## src/rtl/fir_serial_mac.sv

```systemverilog
// Time-multiplexed FIR core: a single signed MAC walks all TAPS sample/coefficient pairs
// per accepted input, then rounds and saturates the sum into a valid/ready output register.
module fir_serial_mac #(
  parameter int DATA_W    = 8,
  parameter int COEF_W    = 8,
  parameter int TAPS      = 8,
  parameter int OUT_W     = 8,
  parameter int OUT_SHIFT = 0,
  localparam int ACC_W    = DATA_W + COEF_W + $clog2(TAPS),
  localparam int IDX_W    = $clog2(TAPS)
) (
  input  logic              clk,
  input  logic              rst_n,
  input  logic              flush,
  input  logic              coef_we,
  input  logic [IDX_W-1:0]  coef_addr,
  input  logic [COEF_W-1:0] coef_data,
  output logic              coef_busy,
  input  logic              in_valid,
  input  logic [DATA_W-1:0] in_data,
  output logic              in_ready,
  output logic              out_valid,
  output logic [OUT_W-1:0]  out_data,
  input  logic              out_ready
);

  localparam int PROD_W = DATA_W + COEF_W;
  localparam int RND_SH = (OUT_SHIFT > 0) ? OUT_SHIFT - 1 : 0;
  // Half-LSB bias of the post-shift result; zero when no shift is applied.
  localparam logic signed [ACC_W:0] RND_BIAS =
    (OUT_SHIFT > 0) ? ((ACC_W+1)'(1) << RND_SH) : '0;
  localparam logic signed [ACC_W:0] SAT_MAX  = (ACC_W+1)'((64'sd1 <<< (OUT_W-1)) - 64'sd1);
  localparam logic signed [ACC_W:0] SAT_MIN  = ~SAT_MAX;
  localparam logic [IDX_W-1:0]      LAST_IDX = IDX_W'(TAPS - 1);
  localparam logic [IDX_W:0]        TAPS_N   = (IDX_W+1)'(TAPS);

  typedef enum logic [1:0] {
    S_IDLE,
    S_MAC,
    S_DONE,
    S_OUT
  } state_t;

  state_t                   state, next_state;
  logic signed [DATA_W-1:0] x_line [TAPS];
  logic signed [COEF_W-1:0] coef   [TAPS];
  logic signed [ACC_W-1:0]  acc;
  logic [IDX_W-1:0]         idx;
  logic signed [PROD_W-1:0] prod;
  logic signed [ACC_W:0]    acc_rnd;
  logic [OUT_W-1:0]         sat_val;
  logic                     accept;
  logic                     coef_wr;

  assign in_ready  = (state == S_IDLE);
  assign coef_busy = (state != S_IDLE);
  assign accept    = in_ready && in_valid && !flush;
  assign coef_wr   = in_ready && coef_we && ({1'b0, coef_addr} < TAPS_N);

  assign prod    = x_line[idx] * coef[idx];
  assign acc_rnd = ($signed({acc[ACC_W-1], acc}) + RND_BIAS) >>> OUT_SHIFT;

  // NOTE: every variable assigned in an always_comb gets a default first, so no path infers a latch.
  always_comb begin
    sat_val = acc_rnd[OUT_W-1:0];
    if (acc_rnd > SAT_MAX) begin
      sat_val = SAT_MAX[OUT_W-1:0];
    end else if (acc_rnd < SAT_MIN) begin
      sat_val = SAT_MIN[OUT_W-1:0];
    end
  end

  always_comb begin
    next_state = state;
    case (state)
      S_IDLE:  if (accept) next_state = S_MAC;
      S_MAC:   if (idx == LAST_IDX) next_state = S_DONE;
      S_DONE:  next_state = S_OUT;
      S_OUT:   if (out_ready) next_state = S_IDLE;
      default: next_state = S_IDLE;
    endcase
    if (flush) next_state = S_IDLE;
  end

  // NOTE: sequential state uses non-blocking assignments so every register samples pre-edge values.
  always_ff @(posedge clk or negedge rst_n) begin
    if (!rst_n) state <= S_IDLE;
    else        state <= next_state;
  end

  // NOTE: the delay line and coefficient arrays are reset explicitly because filtering
  // starts from a known all-zero history and all-zero taps.
  always_ff @(posedge clk or negedge rst_n) begin
    if (!rst_n) begin
      for (int k = 0; k < TAPS; k++) x_line[k] <= '0;
      acc       <= '0;
      idx       <= '0;
      out_data  <= '0;
      out_valid <= 1'b0;
    end else if (flush) begin
      for (int k = 0; k < TAPS; k++) x_line[k] <= '0;
      acc       <= '0;
      idx       <= '0;
      out_valid <= 1'b0;
    end else begin
      case (state)
        S_IDLE: begin
          if (accept) begin
            x_line[0] <= in_data;
            for (int k = 1; k < TAPS; k++) x_line[k] <= x_line[k-1];
            acc <= '0;
            idx <= '0;
          end
        end
        S_MAC: begin
          acc <= acc + ACC_W'(prod);
          idx <= idx + IDX_W'(1);
        end
        S_DONE: begin
          out_data  <= sat_val;
          out_valid <= 1'b1;
        end
        S_OUT: begin
          if (out_ready) out_valid <= 1'b0;
        end
        default: ;
      endcase
    end
  end

  // Taps survive flush; a write in the accepting cycle is visible to the MAC that follows.
  always_ff @(posedge clk or negedge rst_n) begin
    if (!rst_n) begin
      for (int k = 0; k < TAPS; k++) coef[k] <= '0;
    end else if (coef_wr) begin
      coef[coef_addr] <= coef_data;
    end
  end

endmodule

```

## config.mk

```make
export PLATFORM = sky130hd
export DESIGN_NAME = fir_serial_mac
export DESIGN_NICKNAME = d
export VERILOG_FILES = /design/src/rtl/fir_serial_mac.sv
export SDC_FILE = /design/constraint.sdc
export NUM_CORES = 1
export LEC_CHECK = 0
export BUFFER_PORTS_ARGS = -buffer_cell sky130_fd_sc_hd__buf_4
export CORE_ASPECT_RATIO = 1.5
export CORE_MARGIN = 5
export CORE_UTILIZATION = 40
export CTS_CLUSTER_DIAMETER = 100
export DETAILED_ROUTE_END_ITERATION = 6
export PLACE_DENSITY_LB_ADDON = 0.08
export SLEW_MARGIN = 20
export SYNTH_ARGS = -nofsm -noshare
export SYNTH_HDL_FRONTEND = slang
export SYNTH_SLANG_ARGS = --single-unit
```

## constraint.sdc

```tcl
create_clock -name clk -period 6.3 [get_ports clk]
set_input_delay 1.575 -clock clk [delete_from_list [all_inputs] [get_ports clk]]
set_output_delay 1.575 -clock clk [all_outputs]
set_load 0.05 [all_outputs]
```

-- Word-level counts from Yosys, hierarchy flattened
Cells that the tools add are included.
- flip-flop bits (word level): 161
- output and inout bits: 11
- word-level logic and storage cells: 83
- input port bits: 25
- reductions and logical operators: 16
- multipliers: 1
- multiplexer cells: 28
- equal/unequal tests: 7
- add/subtract/negate cells: 2
- $lt $le $gt $ge: 5
- bitwise gates (word level): 3
- operator list (operator ; count):
    64-bit 2-to-1 mux ; 3
    64-bit bitwise mux ; 1
    8-bit 2-to-1 mux ; 7
    8-bit binary-select mux with 3-bit select ; 2
    19-bit 2-to-1 mux ; 2
    19-bit case mux with 2 select lines ; 1
    8-bit demux with 3-bit select ; 1
    19-bit by 16-bit adder with 19-bit output ; 1
    19-bit by 8-bit greater-than comparator with 1-bit output (second input constant) ; 1
    19-bit by 8-bit less-than comparator with 1-bit output (second input constant) ; 1
    8-bit by 8-bit multiplier with 16-bit output ; 1
    4-bit >= comparator (second input constant) ; 2
    2-bit 2-to-1 mux ; 4
    3-bit inverter with 4-bit output ; 2
    2-bit case mux with 4 select lines ; 1
    2-bit AND reduction ; 4
    3-bit 2-to-1 mux ; 2
    3-bit != test (second input constant) ; 2
    3-bit case mux with 2 select lines ; 1
    2-bit nonzero test ; 3
    3-bit nonzero test ; 2
    2-bit == test (second input constant) ; 2
    1-bit logical AND ; 4
    4-bit by 1-bit less-than comparator with 1-bit output (second input constant) ; 1
    other kinds (10) ; 11

-- Logic depth before layout (Yosys ltp)
- depth after elaboration: 8
- mapped depth: 21
- depth with buffers taken out: 19

-- Worst setup path before layout
No wires, ideal clock.
- path kind: reg2reg
- from: register idx[0]
- to: register acc[14]
- path slack: 533 ps
- setup time: 121 ps
- path buffers: 2
- arrival time: 5646 ps
- period minus slack after synthesis: 5767 ps
- required time: 6179 ps
- cell stages (with the launch flop): 20
- cells stage by stage: dfrtp_1 buf_6 buf_12 mux4_1 mux2i_4 nor2_1 fa_1 inv_1 fa_1 inv_1 fa_1 fa_1 ha_1 ha_1 a21o_1 or4_4 o221ai_2 nand2b_1 xor2_1 a22o_1
- longest elaborated chain between the ends: 8
- elaborated cells between the ends (all ways): 11
- those cells by class: add/sub: 1; mul: 1; mux: 8; bitwise: 1
- RTL lines (what ; RTL line ; text):
    from (decl) ; 48 ; logic [IDX_W-1:0] idx;
    from (signal assigned) ; 117 ; idx <= idx + IDX_W'(1);
    3-bit inverter with 4-bit output (not written as such) (*) ; 60 ; assign prod = x_line[idx] * coef[idx];
    8-bit binary-select mux with 3-bit select ; 60 ;
    8-bit 2-to-1 mux (not written as such) (2 in series) ; 60 ;
    8-bit by 8-bit multiplier with 16-bit output (*) ; 60 ;
    19-bit by 16-bit adder with 19-bit output (*) ; 116 ; acc <= acc + ACC_W'(prod);
    19-bit case mux with 2 select lines (*) ; 106 ; case (state)
    19-bit 2-to-1 mux (*) ; 100 ; end else if (flush) begin
    to (signal assigned) ; 116 ;
    to (decl) ; 47 ; logic signed [ACC_W-1:0] acc;
Every way passes the cells marked *; elsewhere a longest branch is shown, timed or not. The select of a mux whose other input is x is not followed.
A chain may end at the register's enable or synchronous reset.

-- Worst setup path after layout
Ends and elaborated chain as after synthesis.

==> summary.txt <==
Routing
  – Routed wire per std cell: 19.1 microns
  – Final WL: 23,500 microns
  – Antenna Nets Post-Route: 0
  – DRC: 0
  – Detailed Route Iter0 Violations: 294
  – Initial DRT Pass Iterations: 6
  – Routed vias/inst: 5.32
  – DR vias: 6,552

Timing
  – Hold_ws: 0.487 ns
  – Setup TNS Final: 0 ns
  – Fin crit period: 6.03 ns
  – Worst-Margin Slew: 1.04 ns
  – Final period util: 95.8%
  – Fin. Hold Viols: 0
  – Final setup fails: 0
  – Clock skew: 0.0135 ns
  – Final slew viol count: 0
  – Fmax: 0.166 GHz
  – Slew headroom: 30.7%
  – Final setup margin: 0.266 ns

Floorplan
  – Core area: 26,500 sq um
  – Row count: 73
  – IO Count: 36
  – Die ar.: 30,200 sq um
  – Die Wd: 144 microns
  – Starting Density: 40.4%
  – Die height: 210 microns

GRT
  – Initial antenna violation count: 0
  – First-pass GRT wire length: 39,700 microns
  – GR Overflow Total: 0
  – Vias in the first global route: 7,402
  – Pin count of the biggest net entering global routing: 111
  – GRT Total Usage: 16.8%

Power
  – Clk pwr share: 16.2%
  – Switching pwr: 3050 uW
  – Share of power burned in registers: 21.0%
  – Internal: 3950 uW
  – Comb pwr share: 62.7%
  – Switching share of power: 43.6%
  – Leakage: 0.00574 uW
  – Power density cells: 580 nW/um^2
  – Maximum vdd drop: 0.279 mV

CTS
  – Worst-Skew Late Latency: 0.44 ns
  – CTS buffer count: 17
  – Maximum clock path buffer count: 2
  – Post-CTS sizing: 0
  – Root Buffer: clkbuf_16
  – Clock-pin transition on the worst setup and hold timing paths: 0.07 ns
  – Htree depth: 4
  – Clock sink count: 161
  – TritonCTS clock tree: yes

Synth
  – Async SR Flop Fraction: 100%
  – Synth cell count leaders: dfrtp_1 (161), inv_1 (96), fa_1 (84)
  – Yosys top cell area share: 37.6%
  – Top-count cell post-synth: dfrtp_1
  – Seq cells post-synth: 161
  – Synth Instances: 839
  – Number of synthesized flops with an enable pin: 0
  – Top_reg_cell synth: dfrtp_1
  – Synth Warn #: 0
  – Sequential-to-total area share from yosys stat: 37.6%
  – Post-synth net total: 999
  – Mapped Area: 10,700 sq um
  – Syn Area/Cell: 12.8 sq um
  – Largest area contributor in the netlist: dfrtp_1
  – Synth cell types: 55
  – Top cells by area, synth: dfrtp_1 (38%), fa_1 (16%), mux2_2 (6.8%)

Placement
  – Placement Setup Slack: 0.208 ns
  – Area post-placement: 11,400 sq um
  – # placed instances: 1,195
  – Placer Congestion: 0.875
  – Input/output buffers: 35
  – DPL Wire Length: 17,200 microns

Layout
  – Post-route cell area: 12,100 sq um
  – Layout cells sized above 1: 21.5%
  – Multi-input logic area: 6140 sq um
  – Post-Layout Cell Count: 1,232
  – FILL cells: 2,444
  – Diode count: 0
  – Layout area overhead: 12.7%
  – Register area: 4030 sq um
  – # nets final: 1,043

Run status
  – Status: finished, final reports clean

Critical path
  – Critical Path Source Type: flip-flop
  – CP max FO: 22
  – WS Path Type: reg -> reg
  – Crit. End Element: flip-flop
  – Critical Path RT: 6.62 ns
  – WP data arrival: 6.35 ns

Hold path
  – Hold Path Class: reg -> reg

Flow run
  – Max cap viols: 0
cells in the final DEF (no fill, tap or decap), drive strengths merged, types with 2 or more instances in the layout:
| master | synthesis | final |
|---|---|---|
| nor3 | 5 | 5 |
| o31ai | 2 | 2 |
| nand2 | 27 | 27 |
| nor4 | 2 | 2 |
| a211oi | 3 | 3 |
| nor2 | 61 | 61 |
| a21oi | 14 | 14 |
| a21boi | 2 | 2 |
| mux4 | 32 | 32 |
| nor2b | 11 | 11 |
| nand4 | 3 | 3 |
| or3 | 2 | 2 |
| mux2 | 67 | 67 |
| nand2b | 17 | 17 |
| o21ai | 17 | 17 |
| xnor2 | 10 | 10 |
| xor2 | 7 | 7 |
| dfrtp | 161 | 161 |
| and2 | 3 | 3 |
| inv | 99 | 105 |
| buf | 9 | 55 |
| ha | 51 | 51 |
| nor3b | 4 | 4 |
| bufinv | 0 | 4 |
| clkbuf | 22 | 19 |
| fa | 84 | 84 |
| o211ai | 2 | 2 |
| a21o | 6 | 6 |
| a22o | 74 | 74 |
| or2 | 5 | 5 |
| nand4b | 2 | 2 |
| clkinv | 0 | 2 |
| nand3 | 4 | 4 |
| mux2i | 18 | 18 |
power by group through the flow:
stage | clock (uW) | sequential (uW) | combinational [uW]
after floorplan | 0 | 1520 | 3380
after global placement | 0 | 1470 | 4320
after detailed placement | 0 | 1490 | 4390
after CTS | 1170 | 1470 | 4450
after global routing | 1210 | 1510 | 4970
final | 1140 | 1470 | 4390
worst max-delay path, cell delays in order, from the launching register on:
cell and delay (ns):
dfrtp_2 0.39, buf_12 0.21, mux4_1 0.63, mux2i_4 0.25, nor2_1 0.14, fa_1 0.59
inv_1 0.16, fa_1 0.55, inv_1 0.05, fa_1 0.50, fa_1 0.49, ha_1 0.32
ha_1 0.36, a21o_1 0.25, or4_4 0.44, o221ai_2 0.17, nand2b_1 0.09, xor2_1 0.14
a22o_1 0.17
state kept, by name, summed over array words and instances (netlist names):
signal / cells
acc: 19
coef: 64
idx: 3
out_data: 8
out_valid: 1
state: 2
x_line: 64
cell families after synthesis:
kind of cell | count (synthesis) | share of synthesized area, %
xor gates and xnor gates | 17 | 1.39
DFF | 161 | 37.6
adders and majority gates | 135 | 21.7
AOI/OAI and AO/OA | 130 | 9.39
muxes | 117 | 17.9
and+or+nand+nor | 149 | 6.86
buffers and inverters | 130 | 5.20
layer usage:
layer  wire length (microns)  share of wire [%]  global-route usage (%)  vias to the layer above
met2                   12700                 54                    30.1                       74
met1                   10000                 43                    21.1                     3432
li1                        -                  -                       -                     3018
met5                       0                  0                       0                        -
met4                     415                1.8                    4.94                        0
met3                     381                1.6                    2.34                       28
worst paths after layout:
check | slack [ns] | depth (start not counted) | endpoint | startpoint
worst max-delay path | 0.27 | 18 | acc[14]$_DFFE_PN0P_ | idx[0]$_DFFE_PN0P_
worst min-delay path | 0.49 | 2 | out_data[5]$_DFFE_PN0P_ | out_data[5]$_DFFE_PN0P_
worst max register to register | 0.27 | 18 | acc[14]$_DFFE_PN0P_ | idx[0]$_DFFE_PN0P_
worst min register to register | 0.49 | 2 | out_data[5]$_DFFE_PN0P_ | out_data[5]$_DFFE_PN0P_
max in group asynchronous | 3.71 | 2 | idx[0]$_DFFE_PN0P_ | rst_n
min in group asynchronous | 1.24 | 1 | out_data[1]$_DFFE_PN0P_ | rst_n
through the flow:
step | utilization (%) | total power (uW)
after floorplan | - | 4900
after global placement | 43.0 | 5790
after detailed placement | 43.0 | 5890
after CTS | 45.4 | 7100
after global routing | 45.6 | 7690
final | 45.6 | 7000
cell type report:
cell class / count / share of cell area [%]
Tap cell: 337 / 3.49
Sequential cell: 161 / 33.4
Clock buffer: 18 / 3.64
Clock inverter: 13 / 1.63
Multi-Input combinational cell: 548 / 50.9
Inverter: 99 / 3.08
Timing Repair Buffer: 56 / 3.85
repair_timing:
action / in CTS / in global routing
setup buffers: 0 / 6
setup endpoints to repair: 0 / 4
hold buffers: 0 / 0
Note: power is estimated with default switching activity, not from simulation.
